`src/rtl/cmsdk_apb_to_ahb_sync_if.sv`:
```
// APB4 completer and AHB-Lite manager signals of the bridge, bundled.
// The master modport is the bridge's own view; slave is the system/bench view.
interface cmsdk_apb_to_ahb_sync_if #(
  parameter int ADDRWIDTH = 16
);
  logic                 PSEL;
  logic                 PENABLE;
  logic                 PWRITE;
  logic [ADDRWIDTH-1:0] PADDR;
  logic [31:0]          PWDATA;
  logic [3:0]           PSTRB;
  logic [2:0]           PPROT;
  logic [31:0]          PRDATA;
  logic                 PREADY;
  logic                 PSLVERR;
  logic [31:0]          HADDR;
  logic [1:0]           HTRANS;
  logic [2:0]           HSIZE;
  logic [2:0]           HBURST;
  logic                 HMASTLOCK;
  logic [3:0]           HPROT;
  logic                 HWRITE;
  logic [31:0]          HWDATA;
  logic [31:0]          HRDATA;
  logic                 HREADY;
  logic                 HRESP;

  modport master (
    input  PSEL, PENABLE, PWRITE, PADDR, PWDATA, PSTRB, PPROT,
    output PRDATA, PREADY, PSLVERR,
    output HADDR, HTRANS, HSIZE, HBURST, HMASTLOCK, HPROT, HWRITE, HWDATA,
    input  HRDATA, HREADY, HRESP
  );

  modport slave (
    output PSEL, PENABLE, PWRITE, PADDR, PWDATA, PSTRB, PPROT,
    input  PRDATA, PREADY, PSLVERR,
    input  HADDR, HTRANS, HSIZE, HBURST, HMASTLOCK, HPROT, HWRITE, HWDATA,
    output HRDATA, HREADY, HRESP
  );
endinterface

```
`src/rtl/cmsdk_apb_to_ahb_sync.sv`:
```
// Synchronous APB4 completer to AHB-Lite manager bridge: each APB transfer is
// replayed as one AHB single transfer; read data and error return on APB.
module cmsdk_apb_to_ahb_sync #(
  parameter int          ADDRWIDTH = 16,
  parameter logic [31:0] BASE_ADDR = 32'h4000_0000
) (
  input  logic       HCLK,
  input  logic       HRESETn,
  cmsdk_apb_to_ahb_sync_if.master bus,
  output logic       BUSY,
  output logic [1:0] state_dbg
);

  // Handshake: APB setup is PSEL & ~PENABLE; the access phase holds until the
  // registered PREADY pulses for one cycle. On AHB, NONSEQ is held until
  // HREADY=1, and the data phase ends on the next HREADY=1 cycle.

  typedef enum logic [1:0] {
    IDLE = 2'd0,
    ADDR = 2'd1,
    DATA = 2'd2,
    RESP = 2'd3
  } state_t;

  state_t state, state_nxt;

  logic [31:0] haddr_q;
  logic [2:0]  hsize_q;
  logic        hwrite_q;
  logic [3:0]  hprot_q;
  logic [31:0] hwdata_q;
  logic        abort_q;
  logic        pready_q;
  logic        pslverr_q;
  logic [31:0] prdata_q;

  logic        setup;
  logic [2:0]  dec_size;
  logic [1:0]  dec_lane;
  logic        dec_null;
  logic        dec_bad;
  logic        resp_load;
  logic        resp_err;
  logic [31:0] resp_data;

  assign setup = bus.PSEL & ~bus.PENABLE;

  // Write strobes select transfer size and byte lane; reads are always words.
  always_comb begin
    dec_size = 3'b010;
    dec_lane = 2'b00;
    dec_null = 1'b0;
    dec_bad  = 1'b0;
    if (bus.PWRITE) begin
      case (bus.PSTRB)
        4'b1111: dec_size = 3'b010;
        4'b0011: dec_size = 3'b001;
        4'b1100: begin dec_size = 3'b001; dec_lane = 2'b10; end
        4'b0001: begin dec_size = 3'b000; dec_lane = 2'b00; end
        4'b0010: begin dec_size = 3'b000; dec_lane = 2'b01; end
        4'b0100: begin dec_size = 3'b000; dec_lane = 2'b10; end
        4'b1000: begin dec_size = 3'b000; dec_lane = 2'b11; end
        4'b0000: dec_null = 1'b1;
        default: dec_bad  = 1'b1;
      endcase
    end
  end

  always_ff @(posedge HCLK or negedge HRESETn) begin
    if (!HRESETn) state <= IDLE;
    else          state <= state_nxt;
  end

  always_comb begin
    state_nxt = state;
    resp_load = 1'b0;
    resp_err  = 1'b0;
    resp_data = 32'h0;
    case (state)
      IDLE: begin
        if (setup) begin
          if (dec_null || dec_bad) begin
            state_nxt = RESP;
            resp_load = 1'b1;
            resp_err  = dec_bad;
          end else begin
            state_nxt = ADDR;
          end
        end
      end
      ADDR: if (bus.HREADY) state_nxt = DATA;
      DATA: begin
        if (bus.HREADY) begin
          // A requester that dropped PSEL gets no response at all.
          if (abort_q || !bus.PSEL) begin
            state_nxt = IDLE;
          end else begin
            state_nxt = RESP;
            resp_load = 1'b1;
            resp_err  = bus.HRESP;
            resp_data = (!hwrite_q && !bus.HRESP) ? bus.HRDATA : 32'h0;
          end
        end
      end
      RESP:    state_nxt = IDLE;
      default: state_nxt = IDLE;
    endcase
  end

  always_ff @(posedge HCLK or negedge HRESETn) begin
    if (!HRESETn) begin
      haddr_q   <= 32'h0;
      hsize_q   <= 3'b010;
      hwrite_q  <= 1'b0;
      hprot_q   <= 4'b0001;
      hwdata_q  <= 32'h0;
      abort_q   <= 1'b0;
      pready_q  <= 1'b0;
      pslverr_q <= 1'b0;
      prdata_q  <= 32'h0;
    end else begin
      if (state == IDLE && setup) begin
        haddr_q  <= {BASE_ADDR[31:ADDRWIDTH], bus.PADDR[ADDRWIDTH-1:2], dec_lane};
        hsize_q  <= dec_size;
        hwrite_q <= bus.PWRITE;
        hprot_q  <= {2'b00, bus.PPROT[0], ~bus.PPROT[2]};
        hwdata_q <= bus.PWDATA;
      end
      abort_q   <= (state == ADDR || state == DATA) ? (abort_q | ~bus.PSEL) : 1'b0;
      pready_q  <= resp_load;
      pslverr_q <= resp_load & resp_err;
      prdata_q  <= resp_load ? resp_data : 32'h0;
    end
  end

  assign bus.HTRANS    = (state == ADDR) ? 2'b10 : 2'b00;
  assign bus.HADDR     = haddr_q;
  assign bus.HSIZE     = hsize_q;
  assign bus.HWRITE    = hwrite_q;
  assign bus.HPROT     = hprot_q;
  assign bus.HWDATA    = hwdata_q;
  assign bus.HBURST    = 3'b000;
  assign bus.HMASTLOCK = 1'b0;
  assign bus.PREADY    = pready_q;
  assign bus.PSLVERR   = pslverr_q;
  assign bus.PRDATA    = prdata_q;

  assign BUSY      = (state != IDLE);
  assign state_dbg = state;

  logic unused_bits;
  assign unused_bits = ^{bus.PPROT[1], bus.PADDR[1:0]};

endmodule

```
`src/flat_wrapper.sv`:
```
// flat-port wrapper written by rule: the top's interface ports become plain ports
module cmsdk_apb_to_ahb_sync_flat 
#(
  parameter int          ADDRWIDTH = 16,
  parameter logic [31:0] BASE_ADDR = 32'h4000_0000
)
  (HCLK, HRESETn, BUSY, state_dbg, bus_PSEL, bus_PENABLE, bus_PWRITE, bus_PADDR, bus_PWDATA, bus_PSTRB, bus_PPROT, bus_PRDATA, bus_PREADY, bus_PSLVERR, bus_HADDR, bus_HTRANS, bus_HSIZE, bus_HBURST, bus_HMASTLOCK, bus_HPROT, bus_HWRITE, bus_HWDATA, bus_HRDATA, bus_HREADY, bus_HRESP);
  cmsdk_apb_to_ahb_sync_if #(.ADDRWIDTH(ADDRWIDTH)) bus_i ();
  input  logic HCLK;
  input  logic HRESETn;
  output logic BUSY;
  output logic [1:0] state_dbg;
  input wire logic [$bits(bus_i.PSEL)-1:0] bus_PSEL;
  input wire logic [$bits(bus_i.PENABLE)-1:0] bus_PENABLE;
  input wire logic [$bits(bus_i.PWRITE)-1:0] bus_PWRITE;
  input wire logic [$bits(bus_i.PADDR)-1:0] bus_PADDR;
  input wire logic [$bits(bus_i.PWDATA)-1:0] bus_PWDATA;
  input wire logic [$bits(bus_i.PSTRB)-1:0] bus_PSTRB;
  input wire logic [$bits(bus_i.PPROT)-1:0] bus_PPROT;
  output wire logic [$bits(bus_i.PRDATA)-1:0] bus_PRDATA;
  output wire logic [$bits(bus_i.PREADY)-1:0] bus_PREADY;
  output wire logic [$bits(bus_i.PSLVERR)-1:0] bus_PSLVERR;
  output wire logic [$bits(bus_i.HADDR)-1:0] bus_HADDR;
  output wire logic [$bits(bus_i.HTRANS)-1:0] bus_HTRANS;
  output wire logic [$bits(bus_i.HSIZE)-1:0] bus_HSIZE;
  output wire logic [$bits(bus_i.HBURST)-1:0] bus_HBURST;
  output wire logic [$bits(bus_i.HMASTLOCK)-1:0] bus_HMASTLOCK;
  output wire logic [$bits(bus_i.HPROT)-1:0] bus_HPROT;
  output wire logic [$bits(bus_i.HWRITE)-1:0] bus_HWRITE;
  output wire logic [$bits(bus_i.HWDATA)-1:0] bus_HWDATA;
  input wire logic [$bits(bus_i.HRDATA)-1:0] bus_HRDATA;
  input wire logic [$bits(bus_i.HREADY)-1:0] bus_HREADY;
  input wire logic [$bits(bus_i.HRESP)-1:0] bus_HRESP;
  assign bus_i.PSEL = bus_PSEL;
  assign bus_i.PENABLE = bus_PENABLE;
  assign bus_i.PWRITE = bus_PWRITE;
  assign bus_i.PADDR = bus_PADDR;
  assign bus_i.PWDATA = bus_PWDATA;
  assign bus_i.PSTRB = bus_PSTRB;
  assign bus_i.PPROT = bus_PPROT;
  assign bus_PRDATA = bus_i.PRDATA;
  assign bus_PREADY = bus_i.PREADY;
  assign bus_PSLVERR = bus_i.PSLVERR;
  assign bus_HADDR = bus_i.HADDR;
  assign bus_HTRANS = bus_i.HTRANS;
  assign bus_HSIZE = bus_i.HSIZE;
  assign bus_HBURST = bus_i.HBURST;
  assign bus_HMASTLOCK = bus_i.HMASTLOCK;
  assign bus_HPROT = bus_i.HPROT;
  assign bus_HWRITE = bus_i.HWRITE;
  assign bus_HWDATA = bus_i.HWDATA;
  assign bus_i.HRDATA = bus_HRDATA;
  assign bus_i.HREADY = bus_HREADY;
  assign bus_i.HRESP = bus_HRESP;
  cmsdk_apb_to_ahb_sync #(.ADDRWIDTH(ADDRWIDTH), .BASE_ADDR(BASE_ADDR)) u_core (.HCLK(HCLK), .HRESETn(HRESETn), .bus(bus_i), .BUSY(BUSY), .state_dbg(state_dbg));
endmodule
```
`config.mk`:
```
export PLATFORM = sky130hd
export DESIGN_NAME = cmsdk_apb_to_ahb_sync_flat
export DESIGN_NICKNAME = d
export VERILOG_FILES = /design/src/rtl/cmsdk_apb_to_ahb_sync_if.sv /design/src/rtl/cmsdk_apb_to_ahb_sync.sv /design/src/flat_wrapper.sv
export SDC_FILE = /design/constraint.sdc
export NUM_CORES = 1
export LEC_CHECK = 0
export ABC_CLOCK_PERIOD_IN_PS = 3000
export CAP_MARGIN = 15
export CORE_ASPECT_RATIO = 0.8
export CORE_MARGIN = 2
export CORE_UTILIZATION = 41
export DETAILED_ROUTE_END_ITERATION = 16
export PLACE_DENSITY = 0.85
export SLEW_MARGIN = 20
export SYNTH_ARGS = -nofsm -noshare
export SYNTH_HDL_FRONTEND = slang
export SYNTH_SLANG_ARGS = --single-unit
```
`constraint.sdc`:
```
create_clock -name HCLK -period 3 [get_ports HCLK]
set_clock_uncertainty 0.1 [all_clocks]
set_input_delay 0.6 -clock HCLK [delete_from_list [all_inputs] [get_ports HCLK]]
set_output_delay 0.6 -clock HCLK [all_outputs]
set_load 0.1 [all_outputs]
```
* Word-level counts from Yosys, hierarchy flattened
Cells that the tools add are included.
** Operators by class
- Magnitude comparators :: 0
- $mul :: 0
- Reduce and logical (&&, ||, !) cells :: 16
- Shift-type cells :: 0
- Equality and inequality tests :: 13
- Bitwise gates (word level) :: 6
- Div/mod/pow operators :: 0
- Mux-type cells :: 31
- Add/sub/neg operators :: 0
** Operators with widths (number)
- 32-bit 2-to-1 mux :: 5
- 2-bit 2-to-1 mux :: 8
- 1-bit 2-to-1 mux :: 13
- 4-bit == test, second input constant :: 3
- 4-bit by 2-bit == test with 1-bit output, second input constant :: 2
- 2-bit one-hot mux with 4 select lines :: 1
- 8-bit OR reduction :: 1
- 2-bit one-hot mux with 3 select lines :: 1
- 2-bit == test, second input constant :: 2
- 4-bit by 1-bit == test with 1-bit output, second input constant :: 1
- 4-bit by 3-bit == test with 1-bit output, second input constant :: 1
- 4-bit logical NOT :: 1
- 2-bit inequality test, second input constant :: 2
- 1-bit one-hot mux with 2 select lines :: 2
- 2-bit one-hot mux with 2 select lines :: 1
- 2-bit OR reduction :: 2
- 4-bit OR reduction :: 1
- 1-bit logical NOT :: 3
- 1-bit logical OR :: 3
- 1-bit NOT :: 3
- 3-bit AND reduction :: 1
- 1-bit bitwise AND :: 2
- 2-bit by 1-bit == test with 1-bit output, second input constant :: 1
- 1-bit logical AND :: 2
- other kinds (4) :: 4
** Word-level totals
- Latch bits :: 0
- Output and inout port bits :: 115
- Memories :: 0
- Flip-flop bits (word level) :: 92
- Input bits :: 94
- Word-level logic and storage cells :: 76
- Memory bits (read-only) :: 0
- Bits in writable memories :: 0

* Depth between registers and ports, before layout
Gate-level depths: netlist of run 1.
- Depth after elaboration :: 9
- Mapped depth :: 8
- Depth with buffers taken out :: 6

* Worst setup path after synthesis of run 1
Ideal clock, no wire load.
- Kind :: register to output
- Start point :: register u_core.state[1] (netlist: u_core.state_dbg[1])
- End point :: output port BUSY
- Data required time :: 2.300 ns
- Slack :: 0.297 ns
- Buffers on the path :: 0
- Data arrival time :: 2.003 ns
- Stages on the path, launching flop included :: 4
- Cell sequence :: dfrtp_1 -> inv_1 -> ha_1 -> inv_1
** On the way
- Word-level cells in the longest chain between the ends :: 1
** Ends and longest elaborated chain
- start: declaration :: line cmsdk_apb_to_ahb_sync.sv:25 : state_t state, state_nxt;
- start signal: assignment :: line cmsdk_apb_to_ahb_sync.sv:71 : else state <= state_nxt;
- 2-bit nonzero test :: line cmsdk_apb_to_ahb_sync.sv:148 : assign BUSY = (state != IDLE);
- end: declaration :: line flat_wrapper.sv:11 : output logic BUSY;
No other way between the ends.

* Worst setup path in the final report of run 1
- Start point :: register u_core.state[0] (netlist: u_core.state_dbg[0])
- End point :: output port BUSY
Same word-level chain as after synthesis.

==> out/results.tsv, run 1 <==
metric	value	unit
dpl.hpwl	7070	um
postCtsHoldBufs	0	
cap_viol_max_count	0	
cp_num_buf_inv	3	
finalSetupViolations	0	
cts.sinks	91	
yosysTopAreaCell	dfrtp_1	
top_level_ports	209	
first_pass_iters	4	
worstSetupEndpointType	primary output	
cts-root-buf	clkbuf_8	
grt_use_total	18.4	%
gp_congestion	0.843	
final_net_count	643	
tightest_slew	0.595	ns
fp-row-count	30	
cp_slowest_cell	dfrtp_1	
synthesis.area	0.00367	sq mm
fin_area	0.00549	sq mm
areaGrowthSynthToFinish	49.7	%
coreArea	0.00860	sq mm
max_freq	448	MHz
fin_crit_sh	74.5	%
rsz0062_at_grt	no	
hp-class	input port to async pin	
path_class	flip-flop to primary output	
yosysWarnings	0	
outcome	completed	
cpPeakStageDelay	0.43	ns
drc	0	
grt_max_degree	49	
tritoncts	done	
postCtsResizedCells	0	
start_util	42.7	%
path_common_cell	inv_1	
min_period	2.23	ns
synthTopCellsByArea	dfrtp_1, nand2_1, and2_1	
grt_pass1_vias	2816	
dieHeight	88.6	um
synthCells	366	
critPathRequiredTime	2.30	ns
synth-seq-cells	91	
arrival	1.53	ns
synth_ff_type	dfrtp_1	
synth_area_per_cell	10.0	sq um
drt-total-wl	9320	um
maxSlewHeadroom	60.3	%
yosys-top-cells-count	nand2_1, dfrtp_1, and2_1, buf_4, buf_2	
yosysUniqueCellTypes	35	
finalMaxSlewViolations	0	
synth_edf_count	0	
vias	2940	
path_clk_slew	0.09	ns
hold_viol	0	
worst_setup_path_start_kind	flip-flop	
overflow	0	
die_w	110	um
diodes	0	
clkLatencyLatePin	0.34	ns
port_buffers	182	
dpl_cell_area	0.00526	sq mm
cts_buffers	9	
clk_path_buf_depth	2	
final_layout_size_suffix_gt1_share	22.1	%
post_drt_wl_per_cell	14.1	um
h-tree-depth	3	
postCtsSetupBuffers	0	
crit_path_max_fanout	7	
grt_pass1_wl	13700	um
synth_top_area_share	60.7	%
antenna_found_initial	0	
routed_via_density	4.43	
cp_cell_sequence	inv_1 -> ha_1 -> inv_1 -> buf_4	
synth_seq_area_share	62.1	%
drt_iter0_drc	131	
drtAntennaViolNets	0	
fin_tns_setup	0	ns
yosysMostFrequentCell	nand2_1	
ys_async_sr_fraction	100	%
fp.dieArea	0.00973	sq mm
path_delay_family	buffers and inverters	
## metal layers
metal / GRT usage (%) / vias to the layer above / wire length [um]
li1: - / 1439 / -
met2: 33.1 / 107 / 4810
met5: 0 / - / 0
met1: 22.3 / 1386 / 3810
met3: 4.49 / 8 / 604
met4: 4.83 / 0 / 91
## registers in the layout, indices dropped and copies added (netlist names)
name,count
u_core.bus.PREADY,1
u_core.state_dbg,2
u_core.abort_q,1
u_core.bus.HADDR,17
u_core.bus.PRDATA,32
u_core.bus.HSIZE,2
u_core.bus.HWDATA,32
u_core.bus.HWRITE,1
u_core.bus.HPROT,2
u_core.bus.PSLVERR,1
## cells in the final DEF, fill, tap and decap left out, types with 2 or more instances in the layout
master / n
dfstp_2: 2
clkbuf_8: 10
nor3_1: 3
and3_1: 3
nand2_2: 2
nand2_1: 150
nor2_1: 7
ha_1: 3
inv_6: 2
dfrtp_1: 89
buf_4: 96
clkdlybuf4s50_1: 89
o21ai_1: 3
xnor2_1: 2
buf_12: 2
conb_1: 23
clkinv_4: 2
inv_1: 5
and2_1: 33
o21ai_0: 5
bufinv_16: 2
## area by class of cell
cell class / instances / area (sq um)
Multi-Input combinational cell: 252 / 1170
Timing Repair Buffer: 187 / 1650
Clock inverter: 6 / 95.1
Fill cell: 721 / 3100
Tap cell: 112 / 140
Sequential cell: 91 / 2280
Clock buffer: 10 / 138
Inverter: 5 / 18.8
## final timing paths
path,slack [ns],from,depth (start not counted),endpoint
hold reg to reg,0.36,u_core.bus.HSIZE[1],2,u_core.bus.HSIZE[1]
min in group HCLK,0.36,u_core.bus.HSIZE[1],2,u_core.bus.HSIZE[1]
setup reg to reg,1.17,u_core.state_dbg[1],6,u_core.bus.HSIZE[1]
setup / recovery,0.77,u_core.state_dbg[0],4,BUSY
max in group asynchronous,1.94,HRESETn,2,u_core.bus.HPROT[0]
hold / removal,0.14,HRESETn,1,u_core.bus.HWDATA[4]
## per-stage QoR
step                utilization [%]  hold slack (ns)  setup WS (ns)  std cells
detailed placement             61.2            0.357          0.689        647
global placement               61.2            0.353          0.709        647
floorplan                         -            0.204          0.297        388
global route                   63.9            0.175          0.673        663
finish                         63.9            0.140          0.766        663
CTS                            63.9            0.158          0.760        663
## logic make-up after synthesis
group,synth area share (%)
AO/OA/AOI/OAI,3.27
XOR/XNOR,0.477
adder cells (fa/ha/maj),1.02
buffers and inverters,8.32
flip-flops,62.1
other,0.102
AND/OR/NAND/NOR,24.7
Power of run 1 is left out: the tool's default activity adds up to more than one toggle a clock period on the data nets, which glitch-free logic cannot reach.
==> run 2: changes to the inputs <==
--- a/config.mk
+++ b/config.mk
@@ -5,13 +5,13 @@
 export SDC_FILE = /design/constraint.sdc
 export NUM_CORES = 1
 export LEC_CHECK = 0
-export ABC_CLOCK_PERIOD_IN_PS = 3000
+export ABC_CLOCK_PERIOD_IN_PS = 1850
 export CAP_MARGIN = 15
 export CORE_ASPECT_RATIO = 0.8
 export CORE_MARGIN = 2
-export CORE_UTILIZATION = 41
+export CORE_UTILIZATION = 35
 export DETAILED_ROUTE_END_ITERATION = 16
-export PLACE_DENSITY = 0.85
+export PLACE_DENSITY = 0.77
 export SLEW_MARGIN = 20
 export SYNTH_ARGS = -nofsm -noshare
 export SYNTH_HDL_FRONTEND = slang
==> constraint.sdc (replaced) <==
create_clock -name HCLK -period 1.85 [get_ports HCLK]
set_clock_uncertainty 0.1 [all_clocks]
set_input_delay 0.37 -clock HCLK [delete_from_list [all_inputs] [get_ports HCLK]]
set_output_delay 0.37 -clock HCLK [all_outputs]
set_load 0.1 [all_outputs]
==> run 2 against run 1 <==
- count of clock-buffer cells in the layout unchanged
- wire length up 7.4%
- sequential cell count unchanged
- non-clock buffer count up 10
- via count up 6.5%
- utilization up 3.3 points
- first-iteration DRC count down 2.3%
- hold slack better by 0.25 ns
- register-to-register slack worse by 1.0 ns
- critical path depth unchanged
- worst setup slack worse by 0.72 ns
- critical endpoint unchanged
- largest cell class is now non-clock buffers
==> out/results.tsv, run 2 (synthesized netlist as in run 1, its figures left out) <==
metric	value	unit	change
hold_viol	0		unchanged
outcome	completed		unchanged
cts_buffers	9		unchanged
whs	0.389	ns	was 0.140 ns
tritoncts	done		unchanged
drc	0		unchanged
path_clk_slew	0.06	ns	was 0.09 ns
drt-total-wl	10000	um	was 9320 um
drt_iter0_drc	128		was 131
start_util	35.8	%	was 42.7%
h-tree-depth	3		unchanged
grt_pass1_vias	3277		was 2816
worst_setup_path_start_kind	flip-flop		unchanged
crit_path_max_fanout	3		was 7
dieHeight	95.6	um	was 88.6 um
postCtsResizedCells	0		unchanged
leakage	0.00328	uW	
clkLatencyLatePin	0.33	ns	was 0.34 ns
arrival	1.33	ns	was 1.53 ns
rr_startpoint	u_core.state_dbg[0]		was u_core.state_dbg[1]
finalMaxSlewViolations	0		unchanged
gp_congestion	0.851		was 0.843
first_pass_iters	4		unchanged
cp_cell_sequence	inv_4 -> ha_4 -> clkinvlp_4 -> buf_12		was inv_1 -> ha_1 -> inv_1 -> buf_4
fin_crit_sh	97.3	%	
min_period	1.80	ns	
routed_via_density	4.47		was 4.43
hp-class	input port to async pin		unchanged
stdcell_count	700		was 663
dpl.hpwl	7970	um	was 7070 um
cpPeakStageDelay	0.50	ns	was 0.43 ns
post_drt_wl_per_cell	14.3	um	was 14.1 um
grt_use_total	18.4	%	about the same
grt_pass1_wl	16300	um	was 13700 um
cts-root-buf	clkbuf_16		was clkbuf_8
mostFrequentLayoutCells	nand2_1, buf_12, clkdlybuf4s50_1		was nand2_1, buf_4, clkdlybuf4s50_1, dfrtp_1, and2_1
power	13600	uW	
critPathRequiredTime	1.38	ns	was 2.30 ns
final_layout_size_suffix_gt1_share	24.3	%	was 22.1%
place_inst	681		was 647
layout_commonest_cell	nand2_1		unchanged
antenna_found_initial	0		unchanged
grt_max_degree	47		was 49
powerDensity	1970	mW/mm^2	
areaGrowthSynthToFinish	87.7	%	was 49.7%
vias	3131		was 2940
finalSetupViolations	0		unchanged
coreArea	0.0102	sq mm	was 0.00860 sq mm
fin_area	0.00689	sq mm	was 0.00549 sq mm
rsz0062_at_grt	no		unchanged
port_buffers	182		unchanged
die_w	118	um	was 110 um
dpl_cell_area	0.00656	sq mm	was 0.00526 sq mm
max_freq	556	MHz	
path_class	flip-flop to primary output		unchanged
final_net_count	653		was 643
cap_viol_max_count	0		unchanged
worstSetupEndpointType	primary output		unchanged
overflow	0		unchanged
fp.dieArea	0.0113	sq mm	was 0.00973 sq mm
ir_drop	1.56	mV	
diodes	0		unchanged
top_level_ports	209		unchanged
cp_slowest_cell	dfrtp_4		was dfrtp_1
setup.worst_path.start	u_core.state_dbg[1]		was u_core.state_dbg[0]
cts.sinks	91		unchanged
clk_path_buf_depth	2		unchanged
fp-row-count	33		was 30
drtAntennaViolNets	0		unchanged
run 2: cell count changes in the layout (fill, tap and decap cells not counted), moves of 2 or more:
cell and change:
buf_4 -86, clkbuf_8 -10, dfrtp_1 -2, ha_1 -2, clkinv_4 -2, inv_6 -2
clkbuf_16 +9, inv_4 +2, inv_1 -3, dfrtp_4 +2, buf_12 +95, clkinvlp_4 +4
run 2: worst max-delay path, delay by kind of cell (launching register included):
kind,cells,cell delay (ns)
DFF,1,0.50
buffers and inverters,3,0.35
adders and majority gates,1,0.15
run 2: per-layer routing:
metal | up-vias | track usage [%] | share of wire (%)
li1 | 1467 | - | -
met1 | 1508 | 21.7 | 38
met2 | 140 | 32.7 | 53
met3 | 16 | 5.56 | 7.0
met4 | 0 | 5.75 | 1.8
met5 | - | 0 | 0
run 2: metrics by stage:
step	setup slack, ns	setup TNS [ns]	utilization [%]
3_3_place_gp	-0.00809	-0.0748	64.1
6_report	0.0505	0	67.3
2_1_floorplan	-0.116	-0.150	-
3_5_place_dp	-0.0727	-1.58	64.1
4_1_cts	0.0186	0	67.2
5_1_grt	0.00409	0	67.3
run 2: repair_timing:
action | in CTS | in global routing
buffers inserted | 2 | 1
endpoints found under the hold margin | 21 | 0
hold buffers | 1 | 0
pin swaps | 1 | 0
setup endpoints to repair | 1 | 2
run 2: cell type report:
cell class / count / area [sq um]
clock inverter: 5 / 63.8
sequential: 91 / 2290
multi-input combinational: 252 / 1190
fill: 777 / 3350
inverter: 5 / 27.5
tap: 140 / 175
clock buffer: 10 / 229
timing repair buffer: 197 / 2920
run 2: final timing paths:
path                                         end  slack [ns]  cells after the start
min in group HCLK            u_core.bus.HSIZE[1]        0.39                      2
max                                         BUSY        0.05                      4
min reg2reg                  u_core.bus.HSIZE[1]        0.39                      2
max reg2reg                 u_core.bus.PRDATA[3]        0.14                      7
max in group asynchronous  u_core.bus.HWDATA[21]        0.65                      3
min                            u_core.bus.PREADY        0.39                      2
run 2: power by group:
group	internal [uW]	switching (uW)
Clock	1050	731
Sequential	2610	639
Combinational	2900	5640
Note: power is estimated with default switching activity, not from simulation.
==> run 3: changes to the inputs <==
--- a/config.mk
+++ b/config.mk
@@ -11,8 +11,8 @@
 export CORE_MARGIN = 2
 export CORE_UTILIZATION = 35
 export DETAILED_ROUTE_END_ITERATION = 16
-export PLACE_DENSITY = 0.77
-export SLEW_MARGIN = 20
+export PLACE_DENSITY_LB_ADDON = 0.12
+export SLEW_MARGIN = 30
 export SYNTH_ARGS = -nofsm -noshare
 export SYNTH_HDL_FRONTEND = slang
 export SYNTH_SLANG_ARGS = --single-unit
==> run 3 against run 2 <==
- global-route usage down 0.74 points
- worst setup slack better by 0.0055 ns
- total power is 1.3% higher
- die area did not move
- count of clock-buffer cells in the layout down 1
- clock power up 12%
- cell area is 0.69% higher
- hold slack got worse by 0.017 ns
- sequential cell count did not move
- first-iteration DRC count down 3.9%
- via count fell by 3.0%
- largest cell class unchanged
==> out/results.tsv, run 3 (synthesized netlist as in run 1, its figures left out) <==
metric	value	unit	change
outcome	completed		unchanged
path_class	flip-flop to primary output		unchanged
cp_num_buf_inv	3		unchanged
first_pass_iters	4		unchanged
crit_path_max_fanout	3		unchanged
max_freq	557	MHz	was 556 MHz
start_util	35.8	%	unchanged
leakage	0.00331	uW	was 0.00328 uW
gp_congestion	0.792		was 0.851
post_drt_wl_per_cell	14.0	um	was 14.3 um
rsz0062_at_grt	no		unchanged
critPathRequiredTime	1.38	ns	about the same
worst_setup_path_start_kind	flip-flop		unchanged
top_level_ports	209		unchanged
tritoncts	done		unchanged
grt_max_degree	38		was 47
power_frac_seq	23.5	%	was 23.9%
hold_viol	0		unchanged
postCtsResizedCells	0		unchanged
min_period	1.79	ns	was 1.80 ns
powerDensity	1980	mW/mm^2	was 1970 mW/mm^2
clk_path_buf_depth	2		unchanged
ff2ff_path_depth	5		was 7
final_layout_size_suffix_gt1_share	24.9	%	was 24.3%
path_clk_slew	0.06	ns	about the same
worstSetupEndpointType	primary output		unchanged
coreArea	0.0102	sq mm	unchanged
vias	3037		was 3131
h-tree-depth	3		unchanged
netSwitchingFraction	51.2	%	was 51.7%
regArea	0.00229	sq mm	unchanged
comb_power_share	62.0	%	was 63.0%
cp_cell_sequence	inv_4 -> ha_4 -> clkinvlp_4 -> buf_12		unchanged
p_int	6700	uW	was 6560 uW
grt_pass1_wl	15500	um	was 16300 um
fp-row-count	33		unchanged
finalSetupViolations	0		unchanged
areaGrowthSynthToFinish	89.0	%	was 87.7%
arrival	1.32	ns	was 1.33 ns
mostFrequentLayoutCells	nand2_1, buf_12, clkdlybuf4s50_1		unchanged
overflow	0		unchanged
fin_tns_setup	0	ns	unchanged
layout_commonest_cell	nand2_1		unchanged
drt-total-wl	9860	um	was 10000 um
grt_use_total	17.7	%	was 18.4%
ir_drop	1.69	mV	was 1.56 mV
nFillCells	797		was 777
port_buffers	182		unchanged
fin_util	67.7	%	was 67.3%
fin_area	0.00693	sq mm	was 0.00689 sq mm
cp_num_cells	4		unchanged
hold_depth	2		
drc	0		unchanged
multiInputGateArea	0.00119	sq mm	unchanged
hp-class	flip-flop to flip-flop		was input port to async pin
diodes	0		unchanged
clkLatencyLatePin	0.33	ns	about the same
power_switching	7050	uW	was 7010 uW
dpl_cell_area	0.00658	sq mm	was 0.00656 sq mm
drtAntennaViolNets	0		unchanged
cp_slowest_cell	dfrtp_4		unchanged
final_net_count	655		was 653
cts-root-buf	clkbuf_16		unchanged
dpl.hpwl	7450	um	was 7970 um
routed_via_density	4.32		was 4.47
antenna_found_initial	0		unchanged
grt_pass1_vias	2939		was 3277
cts.sinks	91		unchanged
drt_iter0_drc	123		was 128
clkPwrFrac	14.5	%	was 13.1%
die_w	118	um	unchanged
path_delay_family	flip-flops		unchanged
cpPeakStageDelay	0.49	ns	was 0.50 ns
fin_crit_sh	97.0	%	was 97.3%
cap_viol_max_count	0		unchanged
fp.dieArea	0.0113	sq mm	unchanged
finalMaxSlewViolations	0		unchanged
cts_buffers	9		unchanged
dieHeight	95.6	um	unchanged
power	13700	uW	was 13600 uW
-- run 3: cell types whose count changed in the layout (fill, tap and decap cells not counted) --
cell / change
bufinv_16: +1
buf_4: +2
clkinvlp_4: -1
clkbuf_1: -1
inv_6: +1
clkinv_2: +1
-- run 3: worst paths after layout --
kind,slack [ns],end,from
min in group asynchronous,0.42,u_core.bus.PRDATA[0],HRESETn
worst min-delay path,0.37,u_core.bus.HSIZE[1],u_core.bus.HSIZE[1]
worst min register to register,0.37,u_core.bus.HSIZE[1],u_core.bus.HSIZE[1]
worst max-delay path,0.06,BUSY,u_core.state_dbg[1]
max in group asynchronous,0.64,u_core.bus.HPROT[0],HRESETn
worst max register to register,0.11,u_core.state_dbg[0],u_core.state_dbg[1]
-- run 3: tightest hold or removal path: stages, from the launching register on --
cell and delay, ns:
dfstp_2 0.38, nand2_1 0.05, nand2_1 0.04
-- run 3: per-stage QoR --
stage                     std cells  setup WS (ns)  hold slack (ns)
after floorplan                 388         -0.116          -0.0256
after CTS                       703         0.0427            0.377
after global routing            703         0.0127            0.390
after detailed placement        683        -0.0338            0.235
final                           703         0.0560            0.373
after global placement          683         0.0193            0.230
-- run 3: power groups by stage --
stage	logic [uW]	clock network, uW	registers (uW)
after floorplan	1290	0	7110
after detailed placement	8500	0	3290
after CTS	8580	2040	3240
after global routing	8810	2140	3310
after global placement	8440	0	3260
final	8520	1990	3230
-- run 3: final cells by class --
| cell class | instances | area share, % |
|---|---|---|
| clock inverter | 7 | 1.44 |
| inverter | 5 | 0.397 |
| sequential | 91 | 33.0 |
| clock buffer | 9 | 3.25 |
| tap | 140 | 2.53 |
| timing repair buffer | 199 | 42.3 |
| multi-input combinational | 252 | 17.1 |
-- run 3: metal layers --
layer / up-vias / GRT usage (%) / wire, um
li1: 1462 / - / -
met1: 1452 / 22.1 / 3900
met2: 109 / 29.5 / 5180
met3: 14 / 5.80 / 633
met4: 0 / 5.46 / 153
met5: - / 0 / 0
-- run 3: timing repair --
item,in CTS,in global routing
buffers inserted,3,0
hold endpoints to repair,27,0
setup endpoints to repair,1,0
hold buffers,1,0
